==> config.mk <==
export PLATFORM = sky130hd
export DESIGN_NAME = store_unit
export DESIGN_NICKNAME = d
export VERILOG_FILES = /design/src/rtl/store_unit.sv
export SDC_FILE = /design/constraint.sdc
export NUM_CORES = 1
export LEC_CHECK = 0
export CAP_MARGIN = 20
export CORE_MARGIN = 8
export CORE_UTILIZATION = 39
export CTS_BUF_LIST = sky130_fd_sc_hd__clkbuf_8 sky130_fd_sc_hd__clkbuf_16
export DETAILED_ROUTE_END_ITERATION = 7
export HOLD_SLACK_MARGIN = 0.06
export PLACE_DENSITY_LB_ADDON = 0.1
export SLEW_MARGIN = 20
export SYNTH_ARGS = -nofsm -noshare
export SYNTH_HDL_FRONTEND = slang
export SYNTH_SLANG_ARGS = --single-unit
==> constraint.sdc <==
create_clock -name clk -period 1.5 [get_ports clk]
set_input_delay 0.3 -clock clk [delete_from_list [all_inputs] [get_ports clk]]
set_output_delay 0.3 -clock clk [all_outputs]
set_load 0.1 [all_outputs]
==> src/rtl/store_unit.sv <==
// Store unit: aligns store data onto byte lanes, raises address-error
// exceptions and runs the request/acknowledge handshake with the data bus.
module store_unit (
   input  logic        clk,
   input  logic        resetn,
   input  logic        st_valid,
   output logic        st_ready,
   input  logic [1:0]  st_op,
   input  logic [31:0] st_addr,
   input  logic [31:0] st_data,
   output logic        data_req,
   output logic        data_wr,
   output logic [1:0]  data_size,
   output logic [31:0] data_addr,
   output logic [31:0] data_wdata,
   output logic [3:0]  data_wstrb,
   input  logic        data_addr_ok,
   input  logic        data_data_ok,
   output logic        st_done,
   output logic        st_ades,
   output logic [31:0] bad_vaddr
);

   localparam logic [1:0] IDLE = 2'b00;
   localparam logic [1:0] REQ  = 2'b01;
   localparam logic [1:0] WAIT = 2'b10;

   logic [1:0]  state;
   logic        misalign;
   logic [1:0]  enc_size;
   logic [31:0] enc_wdata;
   logic [3:0]  enc_wstrb;

   assign st_ready = (state == IDLE);
   assign data_req = (state == REQ);
   assign data_wr  = 1'b1;

   assign misalign = (st_op == 2'b11)
                   | ((st_op == 2'b01) & st_addr[0])
                   | ((st_op == 2'b10) & (|st_addr[1:0]));

   always_comb begin
      enc_size  = 2'd2;
      enc_wdata = st_data;
      enc_wstrb = 4'b1111;
      case (st_op)
         2'b00: begin
            enc_size  = 2'd0;
            enc_wdata = {4{st_data[7:0]}};
            enc_wstrb = 4'b0001 << st_addr[1:0];
         end
         2'b01: begin
            enc_size  = 2'd1;
            enc_wdata = {2{st_data[15:0]}};
            enc_wstrb = st_addr[1] ? 4'b1100 : 4'b0011;
         end
         default: begin
            enc_size  = 2'd2;
            enc_wdata = st_data;
            enc_wstrb = 4'b1111;
         end
      endcase
   end

   always_ff @(posedge clk) begin
      if (!resetn) begin
         state      <= IDLE;
         st_done    <= 1'b0;
         st_ades    <= 1'b0;
         data_size  <= 2'd0;
         data_addr  <= 32'd0;
         data_wdata <= 32'd0;
         data_wstrb <= 4'd0;
         bad_vaddr  <= 32'd0;
      end else begin
         st_done <= 1'b0;
         st_ades <= 1'b0;
         case (state)
            IDLE: begin
               if (st_valid) begin
                  if (misalign) begin
                     st_ades   <= 1'b1;
                     bad_vaddr <= st_addr;
                  end else begin
                     data_size  <= enc_size;
                     data_addr  <= st_addr;
                     data_wdata <= enc_wdata;
                     data_wstrb <= enc_wstrb;
                     state      <= REQ;
                  end
               end
            end
            REQ: begin
               // data_ok alone cannot complete a write whose address was not taken
               if (data_addr_ok) begin
                  if (data_data_ok) begin
                     state   <= IDLE;
                     st_done <= 1'b1;
                  end else begin
                     state <= WAIT;
                  end
               end
            end
            WAIT: begin
               if (data_data_ok) begin
                  state   <= IDLE;
                  st_done <= 1'b1;
               end
            end
            default: state <= IDLE;
         endcase
      end
   end

endmodule
### After elaboration in Yosys (flattened, before gate mapping)

Index checks and enable logic that the tools add are counted.

* flip-flop bits (word level): 106
* bits of input ports: 71
* output and inout bits: 107
* word-level logic and storage cells: 44

* equal/unequal tests: 9
* shift-type cells: 1
* muxes and demuxes: 14
* bitwise logic cells: 5
* reductions and logical operators: 7

Operators by type and width (count)
* case mux 32 bit (2 select lines): 1
* two-way mux 2 bit: 5
* AND reduction 3 bit: 3
* case mux 4 bit (2 select lines): 1
* equality test 2 bit (second input constant): 3
* != test 2 bit (second input constant): 3
* case mux 2 bit (3 select lines): 1
* equality test 2 x 1 -> 1 bit (second input constant): 2
* logical NOT 2 bit: 2
* two-way mux 4 bit: 1
* case mux 2 bit (2 select lines): 1
* AND reduction 4 bit: 1
* left shift 1 x 2 -> 4 bit (first input constant): 1
* two-way mux 1 bit: 3
* bitwise AND 1 bit: 2
* != test 2 x 1 -> 1 bit (second input constant): 1
* bitwise OR 1 bit: 2
* case mux 1 bit (2 select lines): 1
* OR reduction 2 bit: 1
* NOT 1 bit: 1

### Logic depth before layout (Yosys ltp)

Gate-level depths: netlist of run 1.

* depth in word-level cells: 7
* depth in mapped cells: 8
* mapped depth without buffers: 6

### Least setup slack after synthesis of run 1

Ideal clock, no wire load.

* kind: reg-to-reg
* from: register state[0]
* to: register bad_vaddr[25]
* library setup time: 0.119 ns
* arrival: 2.204 ns
* required time: 1.381 ns
* slack: -0.823 ns
* stages on the path, launching flop included: 9
* buffers on the path: 2
* clock period less this slack: 2.323 ns
* cells stage by stage: dfxtp_1 -> inv_1 -> ha_1 -> nand2_1 -> or3_1 -> buf_6 -> buf_6 -> nand3_1 -> o21ai_2

* cells in the longest elaborated chain, start to end: 2

Ends and longest elaborated chain
* from (decl): RTL line 28 `logic [1:0] state;`
* from (signal assigned): RTL line 67 `state <= IDLE;`
* from (signal assigned): RTL line 89 `state <= REQ;`
* from (signal assigned): RTL line 97 `state <= IDLE;`
* logical NOT 2 bit
* named net st_ready: RTL line 7 `output logic st_ready,`
* AND reduction 3 bit (no source line)
* to (signal assigned): RTL line 83 `bad_vaddr <= st_addr;`
* to (decl): RTL line 21 `output logic [31:0] bad_vaddr`

The timed path passes the listed nets, and every way through them passes these cells.
A chain may end at the register's enable or synchronous reset.

### Final worst setup path of run 1

* from: register state[1]
* to: output port st_ready

* cells in the longest elaborated chain, start to end: 1

Ends and longest elaborated chain
* logical NOT 2 bit: RTL line 34 `assign st_ready = (state == IDLE);`
* to (decl): RTL line 7

Every way passes these cells.

==> results.md, run 1 <==
- Synthesis-to-finish area growth: 95.6%
- Max Cap Violations: 0
- Net Count, Synth: 551
- GRT Total Usage: 18.3%
- I/O pins: 178
- Final critical-path share of the clock period: 102%
- DRT Pass-1 Iters: 4
- Worst Hold Class: in -> reg
- CTS Sinks: 106
- Pwr dens: 983 nW/um2
- CTS Hold Bufs: 0
- Cell Area, Synth: 4280 um2
- Simple-gate share of the synthesized area: 17.1%
- # rows: 38
- Final setup violation count: 5
- Compound-Gate Fraction of Synth Area: 19.7%
- Syn avg cell area: 8.97 um2
- Grt total ovfl: 0
- Hold Fails Final Rpt: 0
- Xor/xnor cell area share of the yosys netlist: 0%
- Die H: 121 um
- Crit Path Category: reg -> out
- Avg WL per Cell: 18.5 um
- Largest net degree at the start of global routing: 66
- Synth cell types: 33
- Core region area: 10800 um2
- Initial antenna violation count: 0
- Most frequent cells in the layout: 115 x buf_12, 104 x dfxtp_1, 65 x clkdlybuf4s50_1, 60 x nand2_1, 43 x nand3_2
- Mux cell area share after synthesis: 5.61%
- Synth Flop Type: dfxtp_1
- Worst r2r src: state[1]
- Main combinational cell family by area after synthesis: compound AO/OA/AOI/OAI gates
- Crit start category: register
- Filler cells: 704
- Min Tclk post-route: 1530 ps
- Antenna Violating Nets Remaining: 0
- Cells after Synth: 477
- Drc violations: 0
- Warnings from Yosys: 0
- Peak supply drop: 0.000559 V
- Htree depth: 3
- Post-route insts no fill: 814
- FMAX: 654 MHz
- Slew Viols, Final: 0
- Initial DRC count: 314
- Worst Path Max Fanout: 2
- GP Congestion: 0.859
- Reg2reg path depth: 8
- Failing checks: setup timing
- Pre-CTS WS: -512 ps
- Worst skew pair latency: 370 ps
- Pwr Total: 8230 uW
- Deepest clock path buffer count: 2
- RSZ-0062 raised after global routing: yes
- Most common cell after layout, fill and taps aside: buf_12
- IO Port Bufs: 176
- Cts bufs inserted: 9
- Final core utilization: 77.6%
- First-pass GRT wire length: 21300 um
- Leak: 0.00321 uW
- Initial Utilization: 39.6%
- Via count normalized by instance count: 5.14
- Layout cells sized above 1: 44.1%
- PnR worst setup slack: -28.7 ps
- ANT cells: 0
- RR Endpoint: data_wdata[3]
- Clock transition at path regs: 110 ps
- Die Area: 14600 um2
- Outcome: finished, violations left
- Sequential share of the synthesized area: 49.6%
- Root Buffer: clkbuf_8
- #FFs+latches synth: 106
- Worst Setup EP: st_ready
- Vias post-DR: 4180
- Worst Path Arrival: 1230 ps
- Number of global-route vias before repair: 4061
- Routed wire length: 15100 um
- Async SR Flop Fraction: 0%
- Worst Setup SP: state[1]
- Adder-Cell Fraction of Synth Area: 0.877%
- Die width: 121 um
- Final HPWL DP: 10300 um
- CTS tree: yes
- CP Capture Type: primary output
- R2R setup slack: -20 ps
- # nets final: 743
- Placed instance count: 781
- Number of synthesized flops with an enable pin: 0
- Worst Clk Skew: 10.3 ps
- Req. time, crit path: 1200 ps
[registers in the layout, indices dropped and copies added (netlist names)]
name	count
data_wdata	32
st_done	1
bad_vaddr	32
data_wstrb	4
state	2
data_size	2
data_addr	32
st_ades	1
[cells in the mapped netlist, types with 2 or more instances]
cell type / count / share of area (%)
nor2_1: 24 / 2.1
o21ai_1: 12 / 1.4
o21ai_2: 18 / 3.7
o211ai_1: 2 / 0.35
buf_2: 5 / 0.58
clkbuf_1: 15 / 1.3
a211oi_1: 2 / 0.35
buf_4: 6 / 1.1
clkbuf_2: 2 / 0.23
a311oi_1: 3 / 0.61
o21ai_0: 45 / 5.3
o21bai_1: 3 / 0.53
a21oi_1: 20 / 2.3
buf_1: 4 / 0.35
nand3_1: 66 / 7.7
dfxtp_1: 106 / 50
a211oi_2: 14 / 4.1
inv_1: 7 / 0.61
mux2i_1: 24 / 5.6
buf_6: 11 / 2.9
ha_1: 3 / 0.88
nand2_1: 74 / 6.5
[power breakdown]
part           switching, uW  internal [uW]
registers                206           2990
clock network           1070            743
logic                   1970           1240
[repair_timing]
item / 4_1_cts / 5_1_grt
pin swaps: 2 / 39
cloned: 0 / 14
endpoints found under the setup margin: 104 / 104
gates resized for setup: 11 / 126
buffers inserted: 2 / 1
[logic make-up (layout without fill, tap and decap cells)]
family | after synthesis | after routing
compound gates | 124 | 125
fa+ha+maj | 3 | 3
buf+inv | 50 | 246
flops | 106 | 106
mux | 24 | 24
other cells | 1 | 1
simple gates | 169 | 169
[per-layer routing]
| metal | wire length [um] | track usage, % |
|---|---|---|
| met2 | 7670 | 30.5 |
| met3 | 1460 | 8.34 |
| met5 | 0 | 0 |
| met4 | 347 | 7.10 |
| met1 | 5610 | 20.0 |
[final cells by class]
class,instances,area (um2),share of cell area (%)
clock buffers,11,151,1.81
clock inverters,5,56.3,0.673
inverters,7,28.8,0.344
multi-input cells,322,2340,27.9
flip-flops and latches,106,2120,25.4
well taps,140,175,2.09
repair buffers,223,3500,41.8
[worst max-delay path, cell delays in order, from the launching register on]
cell and delay (ps):
dfxtp_2 370, inv_4 50, ha_4 170, buf_6 120, buf_12 150
[worst min-delay path by stage]
stage / start / to / slack [ps] / cells after the start
after detailed placement: data_wdata[0] / data_wdata[0] / 490 / 2
after CTS: resetn / st_done / 230 / 3
final: resetn / st_done / 240 / 3
after global placement: bad_vaddr[10] / bad_vaddr[10] / 480 / 2
after global routing: resetn / st_done / 250 / 3
after floorplan: st_data[0] / data_wdata[0] / 440 / 2
[metrics by stage]
stage               hold slack, ps  TNS [ps]  area [um2]
floorplan                      436    -13050        4360
global placement               481    -42830        7410
detailed placement             488    -47740        7410
CTS                            226     -58.7        7690
global route                   254     -3670        8370
finish                         241     -86.3        8370
Note: power is estimated with default switching activity, not from simulation.
==> inputs of run 2 (changes only) <==
==> constraint.sdc (replaced) <==
create_clock -name clk -period 1.35 [get_ports clk]
set_input_delay 0.27 -clock clk [delete_from_list [all_inputs] [get_ports clk]]
set_output_delay 0.27 -clock clk [all_outputs]
set_load 0.1 [all_outputs]
==> results.md, run 2 (synthesis results as in run 1) <==
- Die Area: 14600 um2
- Reg power frac: 37.0%
- CTS tree: yes
- I/O pins: 178
- Initial antenna violation count: 0
- Worst Setup EP: bad_vaddr[31]
- Outcome: finished, violations left
- FMAX: 633 MHz
- Pre-CTS WS: -588 ps
- Peak supply drop: 0.000692 V
- Crit start category: register
- Max Cap Violations: 0
- Clock group share of total power: 21.7%
- Clock transition at path regs: 100 ps
- Core region area: 10800 um2
- Worst skew pair latency: 370 ps
- IO Port Bufs: 176
- Worst Path Max Fanout: 8
- Largest net degree at the start of global routing: 61
- Initial DRC count: 316
- Crit Path Category: reg -> reg
- Vias post-DR: 4471
- Filler cells: 555
- Number of global-route vias before repair: 4808
- Final critical-path share of the clock period: 117%
- Die H: 121 um
- PnR worst setup slack: -229 ps
- Pwr dens: 1060 nW/um2
- # nets final: 774
- RR Endpoint: bad_vaddr[31]
- Reg2reg path depth: 7
- Htree depth: 3
- ANT cells: 0
- # rows: 38
- Most common cell after layout, fill and taps aside: buf_12
- Initial Utilization: 39.6%
- Synthesis-to-finish area growth: 113%
- Worst Path Arrival: 1890 ps
- Most frequent cells in the layout: 123 x buf_12, 103 x dfxtp_1, 65 x clkdlybuf4s50_1, 54 x nand2_1, 48 x nand3_2
- Antenna Violating Nets Remaining: 0
- Fraction of power spent switching nets: 38.7%
- Hold Fails Final Rpt: 0
- Deepest clock path buffer count: 2
- Layout cells sized above 1: 51.8%
- Failing checks: setup timing
- CP Capture Type: register
- Via count normalized by instance count: 5.29
- Gate power share: 41.2%
- Worst r2r src: state[1]
- CTS Sinks: 106
- First-pass GRT wire length: 26100 um
- Switching Power: 3730 uW
- Req. time, crit path: 1660 ps
- GP Congestion: 0.840
- Slew Viols, Final: 0
- Cts bufs inserted: 9
- R2R setup slack: -230 ps
- Routed wire length: 17600 um
- Hold Path Origin: resetn
- Drc violations: 0
- GRT Total Usage: 22.8%
- Final HPWL DP: 10500 um
- Largest registers: bad_vaddr x32, data_addr x32, data_wdata x32
- Internal: 5910 uW
- DRT Pass-1 Iters: 4
- Worst Hold Class: in -> reg
- Root Buffer: clkbuf_8
- Setup TNS: -13170 ps
- Leak: 0.00354 uW
- RSZ-0062 raised after global routing: yes
- Grt total ovfl: 0
- Final setup violation count: 105
- Avg WL per Cell: 20.9 um
- Worst Clk Skew: 6.97 ps
- Min Tclk post-route: 1580 ps
- Die width: 121 um
- Worst Setup SP: state[1]
-- run 2: critical path: stages, from the launching register on --
cell and delay (ps):
dfxtp_2 340, inv_2 80, ha_4 160, nand2_4 60, or3_4 440, buf_12 180
buf_16 140, o21ai_2 120
-- run 2: layout make-up --
type                       count  area, um2  area share, %
timing repair buffer         255       4050           44.4
sequential                   106       2130           23.3
clock inverter                 5       52.6          0.576
clock buffer                  11        151           1.66
inverter                       7       26.3          0.288
multi-input combinational    321       2540           27.9
tap                          140        175           1.92
-- run 2: power groups by stage --
stage | clock (uW) | sequential (uW) | combinational (uW)
after detailed placement | 0 | 3610 | 3290
after global routing | 2250 | 3590 | 4100
after floorplan | 0 | 4870 | 668
after global placement | 0 | 3600 | 3260
after CTS | 2070 | 3550 | 3860
final | 2090 | 3570 | 3970
-- run 2: layer usage --
layer,up-vias,part of all wire (%),track usage (%)
met1,2177,36,22.9
met3,36,7.9,7.65
met2,161,53,41.5
met5,-,0,0
li1,2097,-,-
met4,0,3.3,10.8
-- run 2: through the flow --
step	hold slack [ps]	cells	total power (uW)	util, %	cell area (um2)
6_report	378	845	9630	84.5	9120
5_1_grt	393	845	9940	84.5	9120
4_1_cts	339	846	9490	82.1	8860
3_5_place_dp	486	790	6900	69.2	7470
3_3_place_gp	481	790	6850	69.2	7470
2_1_floorplan	406	477	5540	-	4360
-- run 2: worst min path at each step --
stage                          to  slack, ps  cells after the start
finish                   state[1]        380                      4
global route             state[1]        390                      4
CTS                      state[1]        340                      4
detailed placement  data_wdata[7]        490                      2
global placement     bad_vaddr[2]        480                      2
floorplan           data_wdata[0]        410                      2
-- run 2: repair_timing --
item | CTS | global route
buffers inserted | 22 | 5
resized for setup | 155 | 72
endpoints found under the setup margin | 107 | 108
gates cloned | 19 | 2
pin swaps | 44 | 33
hold buffers | 0 | 0
